===== src/rtl/viterbi_ctrl.sv =====
// Frame-level sequencer for the K=3, rate-1/2 Viterbi decoder datapath.
// Issues path-metric init, one ACS/survivor-write step per accepted symbol
// pair, then a full-frame traceback from the last column down to column 0.
// Symbol data never passes through here; only enables and addresses do.
module viterbi_ctrl #(
  parameter int FRAME_LEN = 16,
  parameter int ADDR_W    = 4
) (
  input  logic              clk_i,
  input  logic              rst_n_i,
  input  logic              start_i,
  input  logic              abort_i,
  input  logic              sym_valid_i,
  output logic              sym_ready_o,
  output logic              pm_init_o,
  output logic              acs_en_o,
  output logic              sm_wr_en_o,
  output logic [ADDR_W-1:0] sm_wr_addr_o,
  output logic              tb_en_o,
  output logic              tb_first_o,
  output logic [ADDR_W-1:0] tb_rd_addr_o,
  output logic              busy_o,
  output logic              done_o
);

  typedef enum logic [2:0] {
    S_IDLE  = 3'd0,
    S_INIT  = 3'd1,
    S_ACS   = 3'd2,
    S_TRACE = 3'd3,
    S_DONE  = 3'd4
  } state_t;

  localparam logic [ADDR_W-1:0] LAST_COL = ADDR_W'(FRAME_LEN - 1);

  state_t            state;
  logic [ADDR_W-1:0] sym_cnt;
  // Traceback counter doubles as the read column; it is zero outside TRACE.
  logic [ADDR_W-1:0] tb_cnt;
  logic              ready_q;
  logic              pm_init_q;
  logic              tb_en_q;
  logic              tb_first_q;
  logic              busy_q;
  logic              done_q;
  logic              accept;

  // A pair is taken only when the controller is ready and no abort is pending.
  assign accept = sym_valid_i & ready_q & ~abort_i;

  // Sequencer: state, counters and all registered outputs advance together.
  always_ff @(posedge clk_i or negedge rst_n_i) begin
    if (!rst_n_i) begin
      state      <= S_IDLE;
      sym_cnt    <= '0;
      tb_cnt     <= '0;
      ready_q    <= 1'b0;
      pm_init_q  <= 1'b0;
      tb_en_q    <= 1'b0;
      tb_first_q <= 1'b0;
      busy_q     <= 1'b0;
      done_q     <= 1'b0;
    end else if (abort_i) begin
      // Abort overrides every transition, including a start in IDLE.
      state      <= S_IDLE;
      sym_cnt    <= '0;
      tb_cnt     <= '0;
      ready_q    <= 1'b0;
      pm_init_q  <= 1'b0;
      tb_en_q    <= 1'b0;
      tb_first_q <= 1'b0;
      busy_q     <= 1'b0;
      done_q     <= 1'b0;
    end else begin
      case (state)
        S_IDLE: begin
          if (start_i) begin
            state     <= S_INIT;
            pm_init_q <= 1'b1;
            busy_q    <= 1'b1;
          end
        end
        S_INIT: begin
          state     <= S_ACS;
          pm_init_q <= 1'b0;
          ready_q   <= 1'b1;
        end
        S_ACS: begin
          if (accept) begin
            if (sym_cnt == LAST_COL) begin
              // Last column written: hand over to traceback from the top column.
              state      <= S_TRACE;
              sym_cnt    <= '0;
              ready_q    <= 1'b0;
              tb_en_q    <= 1'b1;
              tb_first_q <= 1'b1;
              tb_cnt     <= LAST_COL;
            end else begin
              sym_cnt <= sym_cnt + 1'b1;
            end
          end
        end
        S_TRACE: begin
          tb_first_q <= 1'b0;
          if (tb_cnt == '0) begin
            state   <= S_DONE;
            tb_en_q <= 1'b0;
            done_q  <= 1'b1;
          end else begin
            tb_cnt <= tb_cnt - 1'b1;
          end
        end
        S_DONE: begin
          state  <= S_IDLE;
          done_q <= 1'b0;
          busy_q <= 1'b0;
        end
        default: begin
          state      <= S_IDLE;
          sym_cnt    <= '0;
          tb_cnt     <= '0;
          ready_q    <= 1'b0;
          pm_init_q  <= 1'b0;
          tb_en_q    <= 1'b0;
          tb_first_q <= 1'b0;
          busy_q     <= 1'b0;
          done_q     <= 1'b0;
        end
      endcase
    end
  end

  assign sym_ready_o  = ready_q;
  assign pm_init_o    = pm_init_q;
  assign acs_en_o     = accept;
  assign sm_wr_en_o   = accept;
  assign sm_wr_addr_o = accept ? sym_cnt : '0;
  assign tb_en_o      = tb_en_q & ~abort_i;
  assign tb_first_o   = tb_first_q;
  assign tb_rd_addr_o = tb_cnt;
  assign busy_o       = busy_q;
  assign done_o       = done_q;

endmodule


===== config.mk =====
export PLATFORM = sky130hd
export DESIGN_NAME = viterbi_ctrl
export DESIGN_NICKNAME = d
export VERILOG_FILES = /design/src/rtl/viterbi_ctrl.sv
export SDC_FILE = /design/constraint.sdc
export NUM_CORES = 1
export LEC_CHECK = 0
export ABC_AREA = 1
export ABC_CLOCK_PERIOD_IN_PS = 1700
export CELL_PAD_IN_SITES_DETAIL_PLACEMENT = 0
export CELL_PAD_IN_SITES_GLOBAL_PLACEMENT = 1
export CORE_MARGIN = 3
export CORE_UTILIZATION = 36
export CTS_CLUSTER_DIAMETER = 200
export DETAILED_ROUTE_END_ITERATION = 12
export GPL_TIMING_DRIVEN = 0
export MAX_ROUTING_LAYER = met4
export PLACE_DENSITY_LB_ADDON = 0.1
export SYNTH_ARGS = -nofsm -noshare
export SYNTH_HDL_FRONTEND = slang
export SYNTH_SLANG_ARGS = --single-unit
export TNS_END_PERCENT = 50

===== constraint.sdc =====
create_clock -name clk_i -period 1.7 [get_ports clk_i]
set_clock_uncertainty 0.1 [all_clocks]
set_input_delay 0.51 -clock clk_i [delete_from_list [all_inputs] [get_ports clk_i]]
set_output_delay 0.51 -clock clk_i [all_outputs]
set_load 0.01 [all_outputs]

==> results.py, run 1 <==
metrics = {
    "run_status": {
        "status": "complete, but fails checks",
        "failed_checks": "negative setup slack",
    },
    "clock_tree": {
        "ctsHoldBuffers": 0,
        "clk_pin_slew_ns": 0.11,
        "cts_buffers": 3,
        "cts-root-buf": "clkbuf_4",
        "htreeDepth": 1,
        "cts.sinks": 17,
        "cts_tree": "built",
        "cts_buffer_depth": 2,
        "clkLatencyLatePin_ns": 0.30,
    },
    "critical_path": {
        "crit_path_max_fanout": 3,
        "required_ns": 1.09,
        "cp.arrival_ns": 1.19,
        "worstSetupEndpointType": "primary output",
        "cp-start-kind": "flop",
        "path_class": "flop to primary output",
    },
    "layout": {
        "fin_area_um2": 1420,
        "nets": 202,
        "multi_input_area_um2": 622,
        "antenna_cells": 0,
        "final_common_cell": "nand2_1",
        "fill_cells": 305,
        "final_core_util_pct": 49.9,
        "drive_gt1_share_pct": 21.8,
        "area_growth_pct": 26.8,
        "final_cell_mix": "nand2_1 (53), inv_1 (19), nor2_1 (19)",
        "regArea_um2": 427,
        "final_cells": 224,
    },
    "place": {
        "dp_slack_ns": -0.971,
        "dp_hpwl_um": 2010,
        "gp_congestion": 0.814,
        "placed_cell_area_um2": 1360,
        "io_buffers": 20,
        "dp.cells": 213,
    },
    "global_route": {
        "grt_use_total_pct": 16.9,
        "globalRoute.totalOverflow": 0,
        "grt_first_pass_wirelength_um": 4560,
        "first_global_vias": 1051,
        "antenna_found_initial": 0,
        "grt_max_degree": 18,
    },
    "detailed_routing": {
        "drc": 0,
        "wl_per_cell_um": 12.2,
        "routed_wl_um": 2720,
        "first_pass_iters": 5,
        "antenna_left": 0,
        "first_iter_violations": 37,
        "viasPerCell": 4.88,
        "via_count": 1093,
    },
    "die": {
        "fp.coreArea_um2": 2850,
        "die_w_um": 61.8,
        "start_util_pct": 39.3,
        "pin_count": 21,
        "die_h_um": 61.8,
        "num_rows": 19,
        "dieArea_um2": 3820,
    },
    "synth": {
        "synth_area_per_cell_um2": 6.93,
        "seq_area_frac_synth_pct": 37.9,
        "synth_area_um2": 1120,
        "synth_cell_types": 24,
        "yosysWarningCount": 0,
        "ys_ff_latch": 17,
        "syn_inst": 162,
        "syn_nets": 170,
    },
    "timing": {
        "fmax_mhz": 556,
        "max_slew_margin_pct": 44.8,
        "hold_violations": 0,
        "rsz0062_at_grt": "true",
        "fin_crit_ns": 1.80,
        "setup_slack_ns": -0.0994,
        "setup_violations": 5,
        "final_max_slew_viol_count": 0,
        "period_share_pct": 106,
        "tightestPinTransition_ns": 0.826,
    },
    "power": {
        "powerDensity_nw_per_um2": 1150,
        "p_leak_nw": 0.810,
        "ir_drop_mv": 0.577,
    },
    "hold_path": {
        "hold_path_class": "flop to flop",
    },
    "job": {
        "cap_violations": 0,
    },
}
==> power breakdown <==
group	internal, mW	leakage [nW]	switching, mW
clock network	0.0876	0.0177	0.143
registers	0.498	0.230	0.0667
logic	0.352	0.562	0.496
total	0.937	0.810	0.706
==> registers in the layout, summed over array words and instances, names as in the netlist <==
signal	count
sym_cnt	4
tb_rd_addr_o	4
state	3
busy_o	1
done_o	1
pm_init_o	1
sym_ready_o	1
tb_en_q	1
tb_first_o	1
==> path summary, 6_finish.rpt <==
check                      slack (ns)  cells past startpoint               to        start
max                              -0.1                      5       sm_wr_en_o  sym_ready_o
min                              0.38                      2       tb_first_o   tb_first_o
max reg2reg                      0.13                      7         state[1]   sym_cnt[1]
min reg2reg                      0.38                      2       tb_first_o   tb_first_o
max in group asynchronous        0.36                      1  tb_rd_addr_o[2]      rst_n_i
min in group asynchronous        0.58                      1        pm_init_o      rst_n_i
==> cell usage after synthesis <==
library cell  number  area (um2)
xnor2_1            1        8.76
ha_1               3        37.5
inv_1             20        75.1
nor2_4             2        22.5
and2_1             1        6.26
nand4_2            1        12.5
buf_4              1        7.51
nand3_2            3        30.0
nand4_1            2        12.5
o21ai_2            1        8.76
nand2_2            2        12.5
inv_2              1        3.75
or2_2              1        6.26
a21oi_2            1        8.76
nand2_1           54         203
nand3_1           15        75.1
o21ai_1            1        5.00
nor2_2             3        18.8
a21oi_1            2        10.0
nor2_1            21        78.8
o21ai_0            6        30.0
nor3_1             2        10.0
dfrtp_1           17         425
clkbuf_8           1        13.8
==> worst max-delay path, cell delays in order, from the launching register on <==
cell	delay (ns)
dfrtp_1	0.42
nand2_4	0.09
nor2_4	0.04
buf_4	0.13
buf_6	0.10
buf_6	0.11
==> cell families (layout without fill, tap and decap cells) <==
group                      Yosys count  after routing  synth area share [%]
and+or+nand+nor                    107            107                  43.5
DFF                                 17             17                  37.9
xor gates and xnor gates             1              1                 0.781
adders and majority gates            3              3                  3.34
buffers and inverters               23             54                  8.92
AOI/OAI and AO/OA                   11             11                  5.57
==> cell type report <==
type / instances / share of cell area, %
Multi-Input combinational cell: 122 / 43.7
Sequential cell: 17 / 30.0
Timing Repair Buffer: 27 / 14.3
Inverter: 21 / 5.54
Tap cell: 31 / 2.73
Buffer: 2 / 1.76
Clock buffer: 3 / 1.58
Clock inverter: 1 / 0.352
==> per-layer routing <==
layer  wire length (um)  GRT usage [%]  vias to the layer above
met2               1350           28.0                       21
met1               1230           20.3                      501
met4                 29           6.36                        0
met5                  0              -                        -
li1                   -              -                      567
met3                104           3.10                        4
==> per-stage QoR <==
stage / TNS (ns) / total power, mW / hold WS [ns]
5_1_grt: -0.740 / 1.81 / 0.409
4_1_cts: -0.341 / 1.65 / 0.381
3_3_place_gp: -12.89 / 1.39 / 0.357
6_report: -0.343 / 1.64 / 0.375
3_5_place_dp: -12.97 / 1.39 / 0.359
2_1_floorplan: 0 / 1.11 / 0.114
==> timing repair <==
action	4_1_cts	5_1_grt
endpoints found under the setup margin	31	9
setup buffers	5	2
resized for setup	51	4
pin swaps	1	1
No activity file was read; power rests on OpenSTA's default activity.
==> run 2, diff against run 1 <==
- CELL_PAD_IN_SITES_DETAIL_PLACEMENT: 0 -> not set
- CELL_PAD_IN_SITES_GLOBAL_PLACEMENT: 1 -> not set
- CORE_UTILIZATION: 36 -> 40
- PLACE_DENSITY_LB_ADDON: 0.1 -> not set
==> run 2 against run 1 <==
  * The flow still finishes with violations (negative setup slack)
  * Design area fell by 0.79%
  * Core utilization rose by 5.1 points
  * Sequential share of layout area rose by 0.24 points
  * Die area fell by 9.1%
  * Cell count fell by 1.8%
  * Critical endpoint unchanged
==> results.py, run 2 (synthesis results as in run 1) <==
metrics = {
    "hold_path": {
        "whs_path_depth": 2,
        "min_from": "done_o",
        "whs_endpoint": "done_o",
        "hold_path_class": "flop to flop",
    },
    "clock_tree": {
        "clk_pin_slew_ns": 0.10,
        "clkLatencyLatePin_ns": 0.29,
        "htreeDepth": 1,
        "cts-root-buf": "clkbuf_4",
        "cts.sinks": 17,
        "cts_tree": "built",
        "cts_buffers": 3,
        "cts_buffer_depth": 2,
        "ctsHoldBuffers": 0,
    },
    "timing": {
        "max_slew_margin_pct": 46.3,
        "setup_slack_ns": -0.107,
        "rsz0062_at_grt": "true",
        "fmax_mhz": 553,
        "setup_violations": 6,
        "period_share_pct": 106,
        "fin_crit_ns": 1.81,
        "whs_ns": 0.376,
        "final_max_slew_viol_count": 0,
        "tightestPinTransition_ns": 0.802,
        "hold_violations": 0,
    },
    "layout": {
        "antenna_cells": 0,
        "final_core_util_pct": 55.0,
        "drive_gt1_share_pct": 20.5,
        "final_cell_mix": "nand2_1 (53), inv_1 (19), nor2_1 (18)",
        "fill_cells": 277,
        "final_common_cell": "nand2_1",
        "area_growth_pct": 25.8,
        "nets": 199,
    },
    "power": {
        "clkPwrFrac_pct": 13.6,
        "power_frac_seq_pct": 35.9,
        "swShare_pct": 43.4,
        "comb_power_share_pct": 50.5,
        "intPower_mw": 0.916,
        "p_leak_nw": 0.798,
        "powerDensity_nw_per_um2": 1150,
        "p_sw_mw": 0.701,
        "ir_drop_mv": 0.759,
    },
    "detailed_routing": {
        "first_iter_violations": 49,
        "routed_wl_um": 2580,
        "viasPerCell": 4.89,
        "first_pass_iters": 4,
        "via_count": 1075,
        "wl_per_cell_um": 11.7,
        "antenna_left": 0,
        "drc": 0,
    },
    "die": {
        "die_h_um": 59.0,
        "pin_count": 21,
        "fp.coreArea_um2": 2570,
        "die_w_um": 59.0,
        "start_util_pct": 43.7,
        "num_rows": 18,
        "dieArea_um2": 3480,
    },
    "critical_path": {
        "rrSetupSlack_ns": 0.06,
        "r2r-start": "tb_rd_addr_o[0]",
        "worstSetupEndpointType": "primary output",
        "cp-start-kind": "flop",
        "crit_path_max_fanout": 3,
        "required_ns": 1.09,
        "cp.arrival_ns": 1.20,
        "reg2reg_depth": 10,
        "path_class": "flop to primary output",
        "rr_endpoint": "state[1]",
    },
    "global_route": {
        "top_usage_layer": "met2",
        "met1_usage_pct": 23.8,
        "grt_first_pass_wirelength_um": 4510,
        "grt_util_met3_pct": 1.96,
        "antenna_found_initial": 0,
        "globalRoute.totalOverflow": 0,
        "grt_use_met2_pct": 26.0,
        "first_global_vias": 1072,
        "grt_use_total_pct": 17.2,
        "grt_max_degree": 18,
    },
    "run_status": {
        "status": "complete, but fails checks",
        "failed_checks": "negative setup slack",
    },
    "place": {
        "gp_congestion": 0.849,
        "dp_hpwl_um": 1960,
        "dp_slack_ns": -0.967,
        "io_buffers": 20,
    },
    "job": {
        "cap_violations": 0,
    },
}
[run 2: cell types whose count changed in the layout (fill, tap and decap cells not counted)]
| cell | before | now |
|---|---|---|
| buf_2 | 7 | 5 |
| nor2_2 | 4 | 5 |
| buf_6 | 2 | 3 |
| buf_4 | 7 | 4 |
| dlygate4sd2_1 | 8 | 9 |
| nor2_1 | 19 | 18 |
[run 2: worst max path at each step]
stage           startpoint         endpoint  slack (ns)  cells past startpoint
2_1_floorplan  sym_valid_i  sm_wr_addr_o[0]        0.01                      4
6_report       sym_ready_o       sm_wr_en_o       -0.11                      5
3_3_place_gp       abort_i  sm_wr_addr_o[0]       -0.94                      5
4_1_cts        sym_ready_o  sm_wr_addr_o[1]       -0.16                      5
5_1_grt        sym_ready_o  sm_wr_addr_o[2]       -0.17                      5
3_5_place_dp   sym_valid_i  sm_wr_addr_o[2]       -0.97                      6
[run 2: what timing repair did]
| action | 4_1_cts | 5_1_grt |
|---|---|---|
| gates cloned | 0 | 0 |
| resized for setup | 49 | 5 |
| pin swaps | 2 | 2 |
| setup buffers | 3 | 1 |
| endpoints found under the setup margin | 30 | 11 |
[run 2: layer usage]
| layer | vias to the layer above | share of wire, % |
|---|---|---|
| li1 | 566 | - |
| met1 | 480 | 51 |
| met2 | 27 | 43 |
| met3 | 2 | 4.9 |
| met4 | 0 | 0.58 |
| met5 | - | 0 |
[run 2: critical path, stage by stage (launching register included)]
cell and delay (ns):
dfrtp_1 0.43, nand2_4 0.09, nor2_4 0.04, buf_4 0.14
buf_6 0.10, buf_6 0.11
[run 2: metrics by stage]
stage               std cells  area, um2  setup TNS (ns)  power (mW)
global route              220       1410           -1.01        1.77
CTS                       219       1400          -0.672        1.62
floorplan                 162       1120               0        1.11
finish                    220       1410          -0.381        1.62
detailed placement        212       1360          -12.51        1.40
global placement          212       1360          -12.14        1.38
[run 2: area by class of cell]
type	instances	area (um2)	area share, %
Clock inverter	1	5.00	0.355
Buffer	2	25.0	1.77
Sequential cell	17	427	30.2
Multi-Input combinational cell	122	624	44.2
Inverter	21	78.8	5.59
Tap cell	30	37.5	2.66
Timing Repair Buffer	24	191	13.6
Clock buffer	3	22.5	1.60
[run 2: power by group through the flow]
stage | Sequential (mW) | Combinational, mW | Clock (mW)
2_1_floorplan | 0.612 | 0.496 | 0
3_3_place_gp | 0.594 | 0.786 | 0
3_5_place_dp | 0.595 | 0.805 | 0
4_1_cts | 0.579 | 0.813 | 0.231
5_1_grt | 0.599 | 0.922 | 0.252
6_report | 0.580 | 0.817 | 0.221
==> run 3, diff against run 2 <==
- ABC_CLOCK_PERIOD_IN_PS: 1700 -> 1900
- CORE_MARGIN: 3 -> 2
- clock period: 1.7 -> 1.9 ns (I/O delays scaled with it)
==> run 3 against run 2 <==
  * The flow now finishes without violations
  * Clock power shrank 8%
  * Highest routed layer unchanged
  * Sequential power shrank 11%
  * First-iteration DRC count shrank 33%
==> results.py, run 3 (synthesis results as in run 1) <==
metrics = {
    "die": {
        "pin_count": 21,
        "start_util_pct": 41.4,
        "fp.coreArea_um2": 2710,
        "die_w_um": 57.0,
        "num_rows": 19,
        "die_h_um": 57.0,
        "dieArea_um2": 3250,
    },
    "detailed_routing": {
        "routed_wl_um": 2610,
        "wl_per_cell_um": 11.9,
        "first_iter_violations": 33,
        "viasPerCell": 4.94,
        "via_count": 1081,
        "first_pass_iters": 4,
        "drc": 0,
        "antenna_left": 0,
    },
    "clock_tree": {
        "ctsHoldBuffers": 0,
        "cts.sinks": 17,
        "clkLatencyLatePin_ns": 0.30,
        "cts_buffers": 3,
        "cts_buffer_depth": 2,
        "clk_pin_slew_ns": 0.11,
        "cts-root-buf": "clkbuf_4",
        "cts_tree": "built",
        "htreeDepth": 1,
    },
    "power": {
        "intPower_mw": 0.815,
        "swShare_pct": 43.3,
        "comb_power_share_pct": 49.7,
        "clkPwrFrac_pct": 14.2,
        "p_leak_nw": 0.823,
        "powerDensity_nw_per_um2": 1030,
        "p_sw_mw": 0.622,
        "power_frac_seq_pct": 36.1,
        "total_power_mw": 1.44,
        "ir_drop_mv": 0.583,
    },
    "timing": {
        "fmax_mhz": 532,
        "period_share_pct": 99.0,
        "rsz0062_at_grt": "true",
        "whs_ns": 0.382,
        "setup_slack_ns": 0.0190,
        "tightestPinTransition_ns": 0.795,
        "hold_violations": 0,
        "setup_violations": 0,
        "setup_tns_ns": 0,
        "final_max_slew_viol_count": 0,
        "max_slew_margin_pct": 46.8,
        "fin_crit_ns": 1.88,
    },
    "layout": {
        "nets": 197,
        "final_cell_mix": "nand2_1 (53), inv_1 (19), nor2_1 (19)",
        "area_growth_pct": 24.2,
        "final_cells": 219,
        "fin_area_um2": 1390,
        "antenna_cells": 0,
        "final_core_util_pct": 51.4,
        "final_common_cell": "nand2_1",
        "drive_gt1_share_pct": 18.6,
    },
    "critical_path": {
        "path_class": "input pin to primary output",
        "cp-start-kind": "input pin",
        "reg2reg_depth": 6,
        "worstSetupEndpointType": "primary output",
        "cp.arrival_ns": 1.21,
        "required_ns": 1.23,
        "rrSetupSlack_ns": 0.33,
        "crit_path_max_fanout": 3,
    },
    "place": {
        "gp_congestion": 0.869,
        "io_buffers": 20,
        "dp_hpwl_um": 1930,
        "dp_slack_ns": -0.923,
        "placed_cell_area_um2": 1360,
        "dp.cells": 213,
    },
    "global_route": {
        "grt_first_pass_wirelength_um": 4580,
        "grt_max_degree": 18,
        "first_global_vias": 1083,
        "globalRoute.totalOverflow": 0,
        "antenna_found_initial": 0,
        "grt_use_total_pct": 18.3,
    },
    "job": {
        "cap_violations": 0,
    },
    "hold_path": {
        "whs_path_depth": 2,
        "hold_path_class": "flop to flop",
    },
    "run_status": {
        "status": "completed",
    },
}
[run 3: layout make-up]
class,instances,area [um2]
fill,299,1320
multi-input combinational,122,614
sequential,17,427
timing repair buffer,22,186
inverter,21,78.8
tap,31,38.8
clock buffer,3,22.5
buffer,2,21.3
clock inverter,1,5.00
[run 3: layer usage]
layer / up-vias / global-route usage [%] / routed length [um]
li1: 559 / - / -
met2: 22 / 25.6 / 1180
met3: 2 / 2.49 / 123
met5: - / - / 0
met1: 498 / 26.0 / 1290
met4: 0 / 8.97 / 16
[run 3: repair_timing]
action                     CTS  global route
buffers inserted             2             0
gates resized for setup     41             3
setup endpoints to repair   14             8
pin swaps                    1             0
[run 3: worst max-delay path, cell delays in order]
cell and delay, ns:
clkdlybuf4s15_2 0.19, nand2_4 0.06, nor2_4 0.10, dlygate4sd2_1 0.28
[run 3: final timing paths]
path | startpoint | end
worst max-delay path | sym_valid_i | acs_en_o
worst min-delay path | done_o | done_o
worst max register to register | sym_cnt[1] | tb_first_o
worst min register to register | done_o | done_o
max in group asynchronous | rst_n_i | tb_rd_addr_o[2]
min in group asynchronous | rst_n_i | done_o
[run 3: power groups by stage]
stage	registers (mW)	logic (mW)	clock network, mW
3_3_place_gp	0.530	0.700	0
5_1_grt	0.534	0.804	0.224
2_1_floorplan	0.548	0.442	0
3_5_place_dp	0.532	0.707	0
6_report	0.519	0.714	0.204
4_1_cts	0.522	0.721	0.212
